## src/rtl/mac_tx_queue_arb_if.sv

```systemverilog
// mac_tx_queue_arb_if
//   MAC transmit byte stream between the queue scheduler and the MAC.
//   master : scheduler side (drives tx_valid/tx_data/tx_sof/tx_eof/tx_chan)
//   slave  : MAC side (drives tx_ready)
//   tx_valid  byte valid        tx_ready  MAC accepts the byte this cycle
//   tx_data   frame byte        tx_sof    first byte of frame (with tx_valid)
//   tx_eof    last byte (with tx_valid)   tx_chan   queue index of the frame
interface mac_tx_queue_arb_if #(
    parameter int CW = 1
) ();
    logic          tx_valid;
    logic          tx_ready;
    logic [7:0]    tx_data;
    logic          tx_sof;
    logic          tx_eof;
    logic [CW-1:0] tx_chan;

    modport master (output tx_valid, tx_data, tx_sof, tx_eof, tx_chan, input tx_ready);
    modport slave  (input tx_valid, tx_data, tx_sof, tx_eof, tx_chan, output tx_ready);
endinterface

```

## src/rtl/mac_tx_queue_arb.sv

```systemverilog
// mac_tx_queue_arb
//   N-queue transmit scheduler. Picks an eligible queue (strict priority or
//   round-robin), reads the frame length from its pointer FIFO, then streams
//   exactly that many bytes from its data FIFO to the MAC, followed by a
//   minimum inter-frame gap of IFG_CYCLES clocks.
//   Optional macro ARB_GATE_EN adds per-queue gate_open inputs that qualify
//   eligibility at the arbitration point.
// Ports
//   clk, rstn        clock, asynchronous active-low reset
//   ptr_fifo_empty   per-queue pointer FIFO empty
//   ptr_fifo_rd      per-queue pointer FIFO read strobe (one-hot or zero)
//   ptr_fifo_din     per-queue pointer word, queue q at [16q+15:16q]
//   data_fifo_rd     per-queue data FIFO read strobe (one-hot or zero)
//   data_fifo_din    per-queue data byte, queue q at [8q+7:8q]
//   gate_open        per-queue transmission gate (ARB_GATE_EN only)
//   tx               MAC byte stream (master side)
//   busy             high from the pointer read until the eof byte is taken
// FIFOs are standard read: din is valid the cycle after rd.
module mac_tx_queue_arb #(
    parameter int N_QUEUE    = 2,
    parameter int CW         = 1,
    parameter int ARB_MODE   = 0,
    parameter int IFG_CYCLES = 12,
    parameter int LEN_W      = 11
) (
    input  logic                   clk,
    input  logic                   rstn,
    input  logic [N_QUEUE-1:0]     ptr_fifo_empty,
    output logic [N_QUEUE-1:0]     ptr_fifo_rd,
    input  logic [16*N_QUEUE-1:0]  ptr_fifo_din,
    output logic [N_QUEUE-1:0]     data_fifo_rd,
    input  logic [8*N_QUEUE-1:0]   data_fifo_din,
`ifdef ARB_GATE_EN
    input  logic [N_QUEUE-1:0]     gate_open,
`endif
    mac_tx_queue_arb_if.master     tx,
    output logic                   busy
);
    localparam int GW = $clog2(IFG_CYCLES + 2);

    typedef enum logic [1:0] {IDLE, PLEN, DATA} state_t;
    state_t state, state_nx;

    logic [N_QUEUE-1:0] elig;
    logic               win_found;
    logic [CW-1:0]      win;
    int                 idx;
    logic [CW-1:0]      chan, rr_last;
    logic [GW-1:0]      gap;
    logic [LEN_W-1:0]   len, remaining, out_cnt, plen;
    logic [1:0][7:0]    sbuf, sbuf_nx;
    logic [1:0]         cnt, cnt_nx;
    logic               inflight;
    logic [7:0]         din_byte;
    logic               start, issue, vld, accept, eof, eof_acc;
    logic               unused_ok;

`ifdef ARB_GATE_EN
    assign elig = ~ptr_fifo_empty & gate_open;
`else
    assign elig = ~ptr_fifo_empty;
`endif

    // Only the low LEN_W bits of each pointer word carry the length.
    assign unused_ok = ^ptr_fifo_din;

    // Winner search: index order for strict mode, otherwise starting one past
    // the last served queue.
    always_comb begin
        win_found = 1'b0;
        win       = '0;
        idx       = 0;
        for (int i = 0; i < N_QUEUE; i++) begin
            idx = (ARB_MODE == 0) ? i : (int'(rr_last) + 1 + i) % N_QUEUE;
            if (!win_found && elig[idx]) begin
                win_found = 1'b1;
                win       = CW'(idx);
            end
        end
    end

    assign plen     = ptr_fifo_din[16*int'(chan) +: LEN_W];
    assign din_byte = data_fifo_din[8*int'(chan) +: 8];
    assign start    = (state == IDLE) && (gap == '0) && win_found;

    // A read may only be issued if the skid can hold its byte even when the
    // MAC stalls: buffered plus in-flight bytes never exceed two.
    assign issue = (state == DATA) && (remaining != '0) &&
                   ((cnt + {1'b0, inflight}) < 2'd2);

    // The returning byte is presented directly when the skid is empty, so the
    // first byte appears in the same cycle it comes out of the data FIFO.
    assign vld     = (cnt != 2'd0) || inflight;
    assign eof     = vld && (out_cnt == len - 1'b1);
    assign accept  = vld && tx.tx_ready;
    assign eof_acc = accept && eof;

    assign tx.tx_valid = vld;
    assign tx.tx_data  = (cnt != 2'd0) ? sbuf[0] : (inflight ? din_byte : 8'h00);
    assign tx.tx_sof   = vld && (out_cnt == '0);
    assign tx.tx_eof   = eof;
    assign tx.tx_chan  = chan;

    // FSM state register
    always_ff @(posedge clk or negedge rstn) begin
        if (!rstn) state <= IDLE;
        else       state <= state_nx;
    end

    // FSM next state
    always_comb begin
        state_nx = state;
        case (state)
            IDLE:    if (start) state_nx = PLEN;
            PLEN:    state_nx = (plen == '0) ? IDLE : DATA;
            DATA:    if (eof_acc) state_nx = IDLE;
            default: state_nx = IDLE;
        endcase
    end

    // FSM outputs
    always_comb begin
        ptr_fifo_rd  = '0;
        data_fifo_rd = '0;
        if (start) ptr_fifo_rd[win]   = 1'b1;
        if (issue) data_fifo_rd[chan] = 1'b1;
        busy = (state != IDLE) || start;
    end

    // Skid: pop the head on accept, then append a returning byte unless it
    // went straight out to the MAC.
    always_comb begin
        sbuf_nx = sbuf;
        cnt_nx  = cnt;
        if (accept && cnt != 2'd0) begin
            sbuf_nx[0] = sbuf[1];
            cnt_nx     = cnt - 2'd1;
        end
        if (inflight && !(accept && cnt == 2'd0)) begin
            sbuf_nx[cnt_nx[0]] = din_byte;
            cnt_nx             = cnt_nx + 2'd1;
        end
    end

    always_ff @(posedge clk or negedge rstn) begin
        if (!rstn) begin
            chan      <= '0;
            rr_last   <= CW'(N_QUEUE - 1);
            gap       <= '0;
            len       <= '0;
            remaining <= '0;
            out_cnt   <= '0;
            sbuf      <= '0;
            cnt       <= 2'd0;
            inflight  <= 1'b0;
        end else begin
            if (gap != '0) gap <= gap - 1'b1;
            if (start) begin
                chan    <= win;
                rr_last <= win;
            end
            if (state == PLEN) begin
                len       <= plen;
                remaining <= plen;
                out_cnt   <= '0;
                if (plen == '0) gap <= GW'(IFG_CYCLES);
            end
            if (issue)   remaining <= remaining - 1'b1;
            inflight <= issue;
            sbuf     <= sbuf_nx;
            cnt      <= cnt_nx;
            if (accept)  out_cnt <= out_cnt + 1'b1;
            if (eof_acc) gap <= GW'(IFG_CYCLES);
        end
    end
endmodule

```

## src/flat_wrapper.sv

```systemverilog
// flat-port wrapper written by rule: the top's interface ports become plain ports
module mac_tx_queue_arb_flat 
#(
    parameter int N_QUEUE    = 2,
    parameter int CW         = 1,
    parameter int ARB_MODE   = 0,
    parameter int IFG_CYCLES = 12,
    parameter int LEN_W      = 11
)
  (clk, rstn, ptr_fifo_empty, ptr_fifo_rd, ptr_fifo_din, data_fifo_rd, data_fifo_din, busy, tx_tx_valid, tx_tx_data, tx_tx_sof, tx_tx_eof, tx_tx_chan, tx_tx_ready);
  mac_tx_queue_arb_if #(.CW(CW)) tx_i ();
  input  logic clk;
  input  logic rstn;
  input  logic [N_QUEUE-1:0] ptr_fifo_empty;
  output logic [N_QUEUE-1:0] ptr_fifo_rd;
  input  logic [16*N_QUEUE-1:0] ptr_fifo_din;
  output logic [N_QUEUE-1:0] data_fifo_rd;
  input  logic [8*N_QUEUE-1:0] data_fifo_din;
  output logic busy;
  output wire logic [$bits(tx_i.tx_valid)-1:0] tx_tx_valid;
  output wire logic [$bits(tx_i.tx_data)-1:0] tx_tx_data;
  output wire logic [$bits(tx_i.tx_sof)-1:0] tx_tx_sof;
  output wire logic [$bits(tx_i.tx_eof)-1:0] tx_tx_eof;
  output wire logic [$bits(tx_i.tx_chan)-1:0] tx_tx_chan;
  input wire logic [$bits(tx_i.tx_ready)-1:0] tx_tx_ready;
  assign tx_tx_valid = tx_i.tx_valid;
  assign tx_tx_data = tx_i.tx_data;
  assign tx_tx_sof = tx_i.tx_sof;
  assign tx_tx_eof = tx_i.tx_eof;
  assign tx_tx_chan = tx_i.tx_chan;
  assign tx_i.tx_ready = tx_tx_ready;
  mac_tx_queue_arb #(.N_QUEUE(N_QUEUE), .CW(CW), .ARB_MODE(ARB_MODE), .IFG_CYCLES(IFG_CYCLES), .LEN_W(LEN_W)) u_core (.clk(clk), .rstn(rstn), .ptr_fifo_empty(ptr_fifo_empty), .ptr_fifo_rd(ptr_fifo_rd), .ptr_fifo_din(ptr_fifo_din), .data_fifo_rd(data_fifo_rd), .data_fifo_din(data_fifo_din), .tx(tx_i), .busy(busy));
endmodule
```

## config.mk

```make
export PLATFORM = sky130hd
export DESIGN_NAME = mac_tx_queue_arb_flat
export DESIGN_NICKNAME = d
export VERILOG_FILES = /design/src/rtl/mac_tx_queue_arb_if.sv /design/src/rtl/mac_tx_queue_arb.sv /design/src/flat_wrapper.sv
export SDC_FILE = /design/constraint.sdc
export NUM_CORES = 1
export LEC_CHECK = 0
export CORE_MARGIN = 3
export CORE_UTILIZATION = 42
export CTS_CLUSTER_DIAMETER = 60
export CTS_CLUSTER_SIZE = 24
export DETAILED_ROUTE_END_ITERATION = 8
export PLACE_DENSITY = 0.74
export SLEW_MARGIN = 10
export SYNTH_ARGS = -nofsm -noshare
export SYNTH_HDL_FRONTEND = slang
export SYNTH_SLANG_ARGS = --single-unit
```

## constraint.sdc

```tcl
create_clock -name clk -period 6.5 [get_ports clk]
set_input_delay 1.3 -clock clk [delete_from_list [all_inputs] [get_ports clk]]
set_output_delay 1.3 -clock clk [all_outputs]
set_load 0.01 [all_outputs]
```

## Word level (Yosys, flattened, before mapping)

Index checks and enable logic that the tools add are counted.

- Add/sub/neg operators: 7
- Order comparisons: 7
- Eq/ne operators: 5
- Shift-type cells: 2
- Mux-type cells: 30
- Bitwise logic cells: 1
- Reduce and logical (&&, ||, !) cells: 31

Operators with widths:

| operator | number |
|---|---|
| $mux W11 | 4 |
| $mux W8 | 5 |
| $shiftx A32 B6 Y11 | 1 |
| $logic_not A11 Y1 | 2 |
| $sub A11 B1 Y11 const B | 2 |
| $bwmux W16 | 1 |
| $mux W4 | 4 |
| $shiftx A16 B5 Y8 | 1 |
| $logic_and A1 B1 Y1 | 15 |
| $mux W2 | 7 |
| $add A11 B1 Y11 const B | 1 |
| $eq A11 B11 Y1 | 1 |
| $reduce_bool A11 Y1 | 1 |
| $demux W8 S1 | 1 |
| $reduce_bool A2 Y1 | 4 |
| $lt A1 B2 Y1 const B | 3 |
| $pmux W2 S3 | 1 |
| $mux W1 | 5 |
| $logic_not A2 Y1 | 2 |
| $logic_not A4 Y1 | 1 |
| $ne A2 B1 Y1 const B | 2 |
| $reduce_bool A4 Y1 | 1 |
| $sub A4 B1 Y4 const B | 1 |
| $ge A1 B1 Y1 const B | 3 |
| other kinds (11) | 14 |

- Register bits after elaboration: 59
- Bits of input ports: 53
- Output and inout bits: 17
- Word-level logic and storage cells: 93

## Longest topological paths before layout

Gate-level depths: netlist of the first run.

- Word-level depth: 11
- Gate-level depth with buffers: 10
- Mapped depth without buffers: 9

## Least setup slack after synthesis of the first run

OpenSTA, ideal clock, no wires.

- Path type: reg-to-output
- Start point: register u_core.len[0]
- End point: output tx_tx_eof
- Arrival time: 2.283 ns
- Data required time: 5.200 ns
- Path slack: 2.917 ns
- Stages on the path, launching flop included: 9
- Buffers on the path: 0
- Cells stage by stage: dfrtp_1 > inv_1 > ha_1 > or4b_4 > or4_1 > o311ai_1 > a31o_2 > nand2_1 > nor3b_1

- Cells in the longest elaborated chain, start to end: 3

RTL lines:

| element | line | source |
|---|---|---|
| start, declared | mac_tx_queue_arb.sv:50 | `logic [LEN_W-1:0] len, remaining, out_cnt, plen;` |
| start signal, assigned | mac_tx_queue_arb.sv:163 | `len <= plen;` |
| $sub A11 B1 Y11 | mac_tx_queue_arb.sv:94 | `assign eof = vld && (out_cnt == len - 1'b1);` |
| $eq A11 B11 Y1 | mac_tx_queue_arb.sv:94 |  |
| $logic_and A1 B1 Y1 | mac_tx_queue_arb.sv:94 |  |
| end, declared | flat_wrapper.sv:23 | `output wire logic [$bits(tx_i.tx_eof)-1:0] tx_tx_eof;` |

No other way between the ends.

## Final worst setup path of the first run

Ends and elaborated chain as after synthesis.

==> impl_metrics.json, run 1 <==
{
  "synthArstFlopShare": 1.00,
  "end_kind": "output pin",
  "synth_edf_count": 0,
  "grt_pass1_wl_um": 14100,
  "report.final.slew_viol_count": 0,
  "ys.flop_type": "dfrtp_1",
  "start_util": 0.442,
  "avgSynthCellArea_um2": 8.90,
  "start_kind": "flip-flop",
  "finalNonFillerCells": 555,
  "synth_area_mm2": 0.00349,
  "worstHoldStart": "u_core.sbuf[15]",
  "whs_path_depth": 2,
  "ctsResizeCount": 0,
  "wl_um": 8350,
  "wire_per_inst_um": 15.0,
  "portBuffers": 59,
  "fillers": 689,
  "place_congestion": 0.824,
  "ys_seq_area_frac": 0.423,
  "hold_buffers": 0,
  "area_growth_pct": 24.9,
  "post_cts_buffers": 0,
  "core_area_mm2": 0.00789,
  "clkTransAtPathRegs_ns": 0.07,
  "finalClockSkew_ns": 0.0129,
  "min_to": "u_core.sbuf[15]",
  "antenna_cells": 0,
  "power_density_mw_per_mm2": 334,
  "h-tree-depth": 3,
  "hold_class": "reg2reg",
  "ant_nets": 0,
  "clockBufferDepth": 2,
  "rsz0062_at_grt": "false",
  "max_slew_margin": 0.500,
  "critPathArrivalTime_ns": 3.30,
  "overflow": 0,
  "via_per_inst": 5.51,
  "dpl.hpwl_um": 6150,
  "drive_gt1_frac": 0.0596,
  "ys_seq_elements": 59,
  "drt_iter0_markers": 110,
  "synthCells": 392,
  "dieArea_mm2": 0.00944,
  "drcViolationCount": 0,
  "use_met2": 0.303,
  "io_pins": 70,
  "tritoncts": "done",
  "multi_input_area_mm2": 0.00184,
  "dp.cells": 539,
  "timing.setup.tns_ns": 0,
  "hold_violations": 0,
  "worstMarginPinSlew_ns": 0.750,
  "cts.sinks": 59,
  "vdd_ir_drop_max_v": 0.000237,
  "rows": 32,
  "fin_util": 0.552,
  "clk_latency_ns": 0.34,
  "cts_buffers": 9,
  "cts_root_buffer": "clkbuf_8",
  "ys_warn_count": 0,
  "p_leak_nw": 1.83,
  "fmax_ghz": 0.217,
  "cp_max_fo": 6,
  "grt_pass1_vias": 3007,
  "finalSetupViolations": 0,
  "crit_type": "reg2out",
  "antenna_found_initial": 0,
  "period_needed_ns": 4.60,
  "reg2reg_to": "u_core.gap[3]",
  "grtUsageTotal": 0.180,
  "r2r_cells": 7,
  "grt_max_degree": 60,
  "status": "complete, no violations",
  "ys_types": 50,
  "drv_cap": 0,
  "first_pass_iters": 4,
  "busiest_layer": "met2",
  "syn-num-nets": 452,
  "fin_crit_sh": 0.707,
  "nets": 508,
  "met3_usage": 0.0395,
  "ff_latch_area_mm2": 0.00148,
  "die_h_um": 97.1,
  "r2r_slack_ns": 3.96,
  "reg2reg_from": "u_core.cnt[0]",
  "worstPathRequired_ns": 5.20,
  "dr_total_vias": 3057,
  "grt_use_met1": 0.236,
  "dieWidth_um": 97.1
}
## area by class of cell
class / count / share of cell area
Tap cell: 102 / 0.0293
Inverter: 27 / 0.0233
Timing Repair Buffer: 63 / 0.141
Multi-Input combinational cell: 288 / 0.421
Clock buffer: 9 / 0.0284
Clock inverter: 7 / 0.0175
Sequential cell: 59 / 0.339
## worst max-delay path by stage
stage	endpoint	cells after the start	slack, ns	start
3_3_place_gp	tx_tx_eof	9	2.34	u_core.len[0]
6_report	tx_tx_eof	9	1.90	u_core.len[0]
2_1_floorplan	tx_tx_eof	8	2.92	u_core.len[0]
4_1_cts	tx_tx_eof	9	1.88	u_core.len[0]
3_5_place_dp	tx_tx_eof	9	2.26	u_core.len[0]
5_1_grt	tx_tx_eof	9	1.72	u_core.len[0]
## worst max-delay path, cell delays in order, from the launching register on
cell,delay [ns]
dfrtp_1,0.44
inv_1,0.09
ha_1,0.23
or4b_4,0.53
or4_1,0.52
o311ai_1,0.09
a31o_2,0.16
nand2_1,0.05
nor3b_1,0.27
clkdlybuf4s50_1,0.59
## synthesized netlist by cell type, types with 2 or more instances
cell type / number / area, um^2
a31oi_1: 2 / 12.5
nor4b_1: 2 / 17.5
nand3b_1: 3 / 22.5
and3_1: 5 / 31.3
nor4_1: 7 / 43.8
o211ai_1: 14 / 105
or3_1: 7 / 43.8
clkbuf_1: 14 / 52.6
a21o_1: 4 / 30.0
inv_1: 27 / 101
nand3_1: 15 / 75.1
nor3_1: 8 / 40.0
mux2i_1: 28 / 280
a21oi_1: 26 / 130
dfrtp_1: 59 / 1480
o31ai_1: 3 / 22.5
or4_1: 5 / 37.5
o21ai_1: 2 / 10.0
buf_1: 3 / 11.3
nor3b_1: 4 / 30.0
o22ai_1: 10 / 62.6
nand2b_1: 5 / 31.3
o21ai_0: 26 / 130
nand2_1: 34 / 128
nor2_1: 32 / 120
a21boi_0: 2 / 15.0
xor2_1: 5 / 43.8
ha_1: 7 / 87.6
xnor2_1: 10 / 87.6
a31o_2: 3 / 26.3
## state kept, by name (all words and copies together) (netlist names)
name / cells
u_core.sbuf: 16
u_core.len: 11
u_core.out_cnt: 11
u_core.remaining: 11
u_core.gap: 4
u_core.cnt: 2
u_core.state: 2
u_core.inflight: 1
u_core.tx.tx_chan: 1
## layer usage
metal  vias up  wire, um  part of all wire
li1       1532         -                 -
met1      1464      3820              0.46
met2        55      4190              0.50
met3         6       282             0.034
met4         0        59            0.0071
met5         -         0                 0
## through the flow
step / instance area, um^2 / hold slack, ns / setup slack (ns) / power (mW)
final: 4360 / 0.532 / 1.90 / 1.45
after detailed placement: 4160 / 0.521 / 2.26 / 1.12
after CTS: 4360 / 0.537 / 1.88 / 1.46
after global placement: 4160 / 0.511 / 2.34 / 1.09
after floorplan: 3490 / 0.470 / 2.92 / 0.897
after global routing: 4360 / 0.570 / 1.72 / 1.56
## cell usage in the layout (no fill, tap or decap), types with 2 or more instances in the layout
cell              n
nand2_1          34
nor3b_1           4
o21ai_1           2
nor2_1           32
a31oi_1           2
a21oi_1          26
inv_1            27
o31ai_1           3
dfrtp_1          59
clkbuf_8          9
o22ai_1          10
a21o_1            4
nor4_1            7
clkinvlp_4        2
mux2i_1          28
or4_1             5
xor2_1            5
o211ai_1         14
buf_4             4
nand3_1          15
clkdlybuf4s50_1  58
o21ai_0          26
ha_1              7
nor3_1            8
a21boi_0          2
nand3b_1          3
a31o_2            3
nand2b_1          5
clkinv_4          2
or3_1             7
and3_1            5
nor4b_1           2
xnor2_1          10
## power by group
part | internal (mW) | total, mW | switching, mW | leakage (nW)
registers | 0.467 | 0.543 | 0.0761 | 0.677
logic | 0.272 | 0.572 | 0.301 | 1.05
clock network | 0.179 | 0.339 | 0.160 | 0.0958
## logic make-up (layout without fill, tap and decap cells)
logic type	after synthesis	after routing	synth area share
DFF	59	59	0.423
buffers and inverters	45	106	0.0506
AOI/OAI and AO/OA	101	101	0.179
xor gates and xnor gates	15	15	0.0377
muxes	28	28	0.0803
and+or+nand+nor	137	137	0.204
adders and majority gates	7	7	0.0251
Note: power is estimated with default switching activity, not from simulation.
==> run 2, diff against run 1 <==
==> constraint.sdc (replaced) <==
create_clock -name clk -period 4.4 [get_ports clk]
set_input_delay 0.88 -clock clk [delete_from_list [all_inputs] [get_ports clk]]
set_output_delay 0.88 -clock clk [all_outputs]
set_load 0.01 [all_outputs]
==> impl_metrics.json, run 2 (synthesis gave the netlist of run 1 again) <==
{
  "status": "complete, no violations",
  "clockBufferDepth": 2,
  "core_area_mm2": 0.00789,
  "fin_crit_sh": 0.931,
  "grt_pass1_wl_um": 14200,
  "io_pins": 70,
  "worstMarginPinSlew_ns": 0.615,
  "cts_buffers": 9,
  "dpl_worst_slack_ns": 0.610,
  "clk_latency_ns": 0.35,
  "start_util": 0.442,
  "cts_root_buffer": "clkbuf_8",
  "finalNonFillerCells": 555,
  "h-tree-depth": 3,
  "vdd_ir_drop_max_v": 0.000287,
  "fmax_ghz": 0.244,
  "first_pass_iters": 5,
  "dieWidth_um": 97.1,
  "place_congestion": 0.823,
  "drt_iter0_markers": 142,
  "wire_per_inst_um": 14.7,
  "finalSetupViolations": 0,
  "dpl.hpwl_um": 6190,
  "critPathArrivalTime_ns": 3.22,
  "dp.cells": 539,
  "cp_max_fo": 6,
  "end_kind": "output pin",
  "post_cts_buffers": 0,
  "cp-startpoint": "u_core.len[0]",
  "ant_nets": 0,
  "reg2reg_from": "u_core.cnt[0]",
  "grt_max_degree": 41,
  "wl_um": 8160,
  "reg2reg_to": "u_core.gap[3]",
  "rsz0062_at_grt": "false",
  "clkTransAtPathRegs_ns": 0.09,
  "drive_gt1_frac": 0.0618,
  "report.final.slew_viol_count": 0,
  "regMostFlops": "u_core.sbuf",
  "final_cell_mix": "59 x dfrtp_1, 58 x clkdlybuf4s50_1, 34 x nand2_1",
  "cts.sinks": 59,
  "largest_reg_flops": 16,
  "worstPathRequired_ns": 3.52,
  "antenna_found_initial": 0,
  "overflow": 0,
  "portBuffers": 59,
  "dieArea_mm2": 0.00944,
  "ff_latch_area_mm2": 0.00148,
  "hold_violations": 0,
  "path_cells": "inv_1 > ha_1 > or4b_4 > or4_1 > o311ai_1 > a31o_2 > nand2_1 > nor3b_2 > clkdlybuf4s50_1",
  "rows": 32,
  "grtUsageTotal": 0.180,
  "max_slew_margin": 0.589,
  "final_common_cell": "dfrtp_1",
  "r2r_cells": 7,
  "drv_cap": 0,
  "setup_ws_ns": 0.302,
  "via_per_inst": 5.50,
  "tritoncts": "done",
  "die_h_um": 97.1,
  "hold_buffers": 0,
  "hold_class": "in2async",
  "area_growth_pct": 25.7,
  "period_needed_ns": 4.10,
  "antenna_cells": 0,
  "max_stage_delay_ns": 0.56,
  "drcViolationCount": 0,
  "grt_pass1_vias": 3054,
  "finalClockSkew_ns": 0.0172,
  "fillers": 686,
  "timing.setup.tns_ns": 0,
  "r2r_slack_ns": 1.87,
  "multi_input_area_mm2": 0.00184,
  "crit_type": "reg2out",
  "slowest_stage": "clkdlybuf4s50_1",
  "dr_total_vias": 3055,
  "power_density_mw_per_mm2": 502,
  "p_leak_nw": 1.84,
  "nets": 508,
  "start_kind": "flip-flop"
}
run 2: timing repair:
item,4_1_cts,5_1_grt
gates resized for setup,0,1
endpoints found under the hold margin,0,0
endpoints found under the setup margin,0,1
run 2: per-layer routing:
metal | GRT usage | up-vias | share of wire
li1 | - | 1534 | -
met2 | 0.311 | 58 | 0.50
met4 | 0.0378 | 0 | 0.011
met1 | 0.223 | 1452 | 0.45
met5 | 0 | - | 0
met3 | 0.0538 | 11 | 0.042
run 2: final cells by class:
type | count | area share
well taps | 102 | 0.0291
clock buffers | 9 | 0.0282
multi-input cells | 288 | 0.420
clock inverters | 7 | 0.0228
flip-flops and latches | 59 | 0.337
repair buffers | 63 | 0.140
inverters | 27 | 0.0231
run 2: how the worst max path moves through the flow:
stage,endpoint,slack (ns),depth (start not counted)
detailed placement,tx_tx_eof,0.61,9
global placement,tx_tx_eof,0.68,9
finish,tx_tx_eof,0.30,9
CTS,tx_tx_eof,0.23,9
global route,tx_tx_eof,0.11,9
floorplan,tx_tx_eof,1.24,8
run 2: critical path: cells and delay by family, from the launching register on:
family | cells | cell delay, ns
adders and majority gates | 1 | 0.23
AOI/OAI and AO/OA | 2 | 0.28
buffers and inverters | 2 | 0.64
and+or+nand+nor | 4 | 1.29
DFF | 1 | 0.44
run 2: power by group:
part           switching, mW  leakage, nW  internal (mW)
clock                  0.234        0.114          0.322
combinational          0.439         1.05          0.400
sequential             0.114        0.677          0.689
run 2: metrics by stage:
stage          total power [mW]  hold WS [ns]   util  instance area [um^2]
3_3_place_gp               1.61         0.513  0.527                  4160
6_report                   2.20         0.501  0.556                  4390
4_1_cts                    2.21         0.515  0.555                  4380
5_1_grt                    2.36         0.539  0.556                  4390
2_1_floorplan              1.32         0.470      -                  3490
3_5_place_dp               1.65         0.522  0.527                  4160
==> run 3, diff against run 2 <==
--- a/config.mk
+++ b/config.mk
@@ -5,12 +5,13 @@
 export SDC_FILE = /design/constraint.sdc
 export NUM_CORES = 1
 export LEC_CHECK = 0
-export CORE_MARGIN = 3
+export CORE_MARGIN = 2
 export CORE_UTILIZATION = 42
 export CTS_CLUSTER_DIAMETER = 60
 export CTS_CLUSTER_SIZE = 24
 export DETAILED_ROUTE_END_ITERATION = 8
 export PLACE_DENSITY = 0.74
+export REMOVE_ABC_BUFFERS = 1
 export SLEW_MARGIN = 10
 export SYNTH_ARGS = -nofsm -noshare
 export SYNTH_HDL_FRONTEND = slang
==> constraint.sdc (replaced) <==
create_clock -name clk -period 4.9 [get_ports clk]
set_input_delay 0.98 -clock clk [delete_from_list [all_inputs] [get_ports clk]]
set_output_delay 0.98 -clock clk [all_outputs]
set_load 0.01 [all_outputs]
==> impl_metrics.json, run 3 (synthesis gave the netlist of run 1 again) <==
{
  "rows": 33,
  "critPathArrivalTime_ns": 3.34,
  "r2r_slack_ns": 2.41,
  "wire_per_inst_um": 14.1,
  "clockBufferDepth": 2,
  "p_leak_nw": 1.85,
  "vdd_ir_drop_max_v": 0.000309,
  "clk_latency_ns": 0.34,
  "final_common_cell": "dfrtp_1",
  "whs_path_depth": 2,
  "hold_class": "reg2reg",
  "antenna_found_initial": 0,
  "cts.sinks": 59,
  "cp_max_fo": 6,
  "dieArea_mm2": 0.00905,
  "die_h_um": 95.1,
  "wl_um": 7870,
  "grt_pass1_wl_um": 13300,
  "start_kind": "flip-flop",
  "status": "complete, no violations",
  "portBuffers": 59,
  "end_kind": "output pin",
  "reg2reg_to": "u_core.gap[3]",
  "fin_crit_sh": 0.881,
  "dr_total_vias": 3047,
  "crit_type": "reg2out",
  "reg2reg_from": "u_core.len[0]",
  "post_cts_buffers": 0,
  "place_congestion": 0.798,
  "power_mw": 2.00,
  "dieWidth_um": 95.1,
  "power_density_mw_per_mm2": 454,
  "min_to": "u_core.len[10]",
  "max_slew_margin": 0.503,
  "worstHoldStart": "u_core.len[10]",
  "drv_cap": 0,
  "r2r_cells": 8,
  "ant_nets": 0,
  "area_growth_pct": 26.1,
  "drive_gt1_frac": 0.0596,
  "max_stage_delay_ns": 0.60,
  "grt_pass1_vias": 2880,
  "cts_root_buffer": "clkbuf_8",
  "timing.setup.tns_ns": 0,
  "hold_violations": 0,
  "slowest_stage": "clkdlybuf4s50_1",
  "drt_iter0_markers": 94,
  "cts_buffers": 9,
  "setup_ws_ns": 0.584,
  "rsz0062_at_grt": "false",
  "fmax_ghz": 0.232,
  "worstMarginPinSlew_ns": 0.746,
  "h-tree-depth": 3,
  "regMostFlops": "u_core.sbuf",
  "final_cell_mix": "59 x dfrtp_1, 58 x clkdlybuf4s50_1, 34 x nand2_1",
  "busiest_layer": "met2",
  "finalClockSkew_ns": 0.0129,
  "clkTransAtPathRegs_ns": 0.07,
  "use_met2": 0.297,
  "core_area_mm2": 0.00813,
  "period_needed_ns": 4.32,
  "tritoncts": "done",
  "drcViolationCount": 0,
  "dpl.hpwl_um": 5740,
  "hold_buffers": 0,
  "ctsResizeCount": 0,
  "start_util": 0.429,
  "met3_usage": 0.0522,
  "via_per_inst": 5.46,
  "dpl_worst_slack_ns": 0.961,
  "grtUsageTotal": 0.187,
  "io_pins": 70,
  "first_pass_iters": 4,
  "report.final.slew_viol_count": 0,
  "antenna_cells": 0,
  "grt_max_degree": 60,
  "path_cells": "inv_1 > ha_1 > or4b_4 > or4_1 > o311ai_1 > a31o_2 > nand2_1 > nor3b_1 > clkdlybuf4s50_1",
  "grt_use_met1": 0.246,
  "overflow": 0,
  "worstPathRequired_ns": 3.92,
  "nets": 508,
  "finalSetupViolations": 0,
  "largest_reg_flops": 16
}
[run 3: how the worst max path moves through the flow]
stage | startpoint | endpoint | slack [ns] | cells past startpoint
6_report | u_core.len[0] | tx_tx_eof | 0.58 | 9
3_5_place_dp | u_core.len[0] | tx_tx_eof | 0.96 | 9
4_1_cts | u_core.len[0] | tx_tx_eof | 0.59 | 9
3_3_place_gp | u_core.len[0] | tx_tx_eof | 1.04 | 9
5_1_grt | u_core.len[0] | tx_tx_eof | 0.42 | 9
2_1_floorplan | u_core.len[0] | tx_tx_eof | 1.64 | 8
[run 3: worst max-delay path, delay by kind of cell, from the launching register on]
family	cells	cell delay [ns]
AOI/OAI and AO/OA	2	0.26
buffers and inverters	2	0.68
adders and majority gates	1	0.23
DFF	1	0.44
and+or+nand+nor	4	1.39
[run 3: per-stage QoR]
step | std cells | instance area [um^2] | hold slack (ns) | utilization
2_1_floorplan | 374 | 3410 | 0.470 | -
3_3_place_gp | 542 | 4160 | 0.495 | 0.511
3_5_place_dp | 542 | 4160 | 0.502 | 0.511
4_1_cts | 558 | 4400 | 0.518 | 0.541
5_1_grt | 558 | 4400 | 0.560 | 0.541
6_report | 558 | 4400 | 0.525 | 0.541
[run 3: layer usage]
metal | up-vias | wire (um)
met5 | - | 0
met4 | 0 | 94
met3 | 7 | 324
met2 | 67 | 3820
met1 | 1436 | 3630
li1 | 1537 | -
[run 3: cell type report]
type	count	area, um^2
Sequential cell	59	1480
Inverter	27	101
Timing Repair Buffer	63	616
Clock buffer	9	124
Clock inverter	7	116
Multi-Input combinational cell	288	1840
Fill cell	727	3730
Tap cell	105	131
[run 3: where the power goes]
| part | switching, mW | leakage, nW | total (mW) | internal [mW] |
|---|---|---|---|---|
| clock | 0.198 | 0.119 | 0.535 | 0.336 |
| combinational | 0.384 | 1.05 | 0.743 | 0.359 |
| sequential | 0.101 | 0.677 | 0.720 | 0.619 |
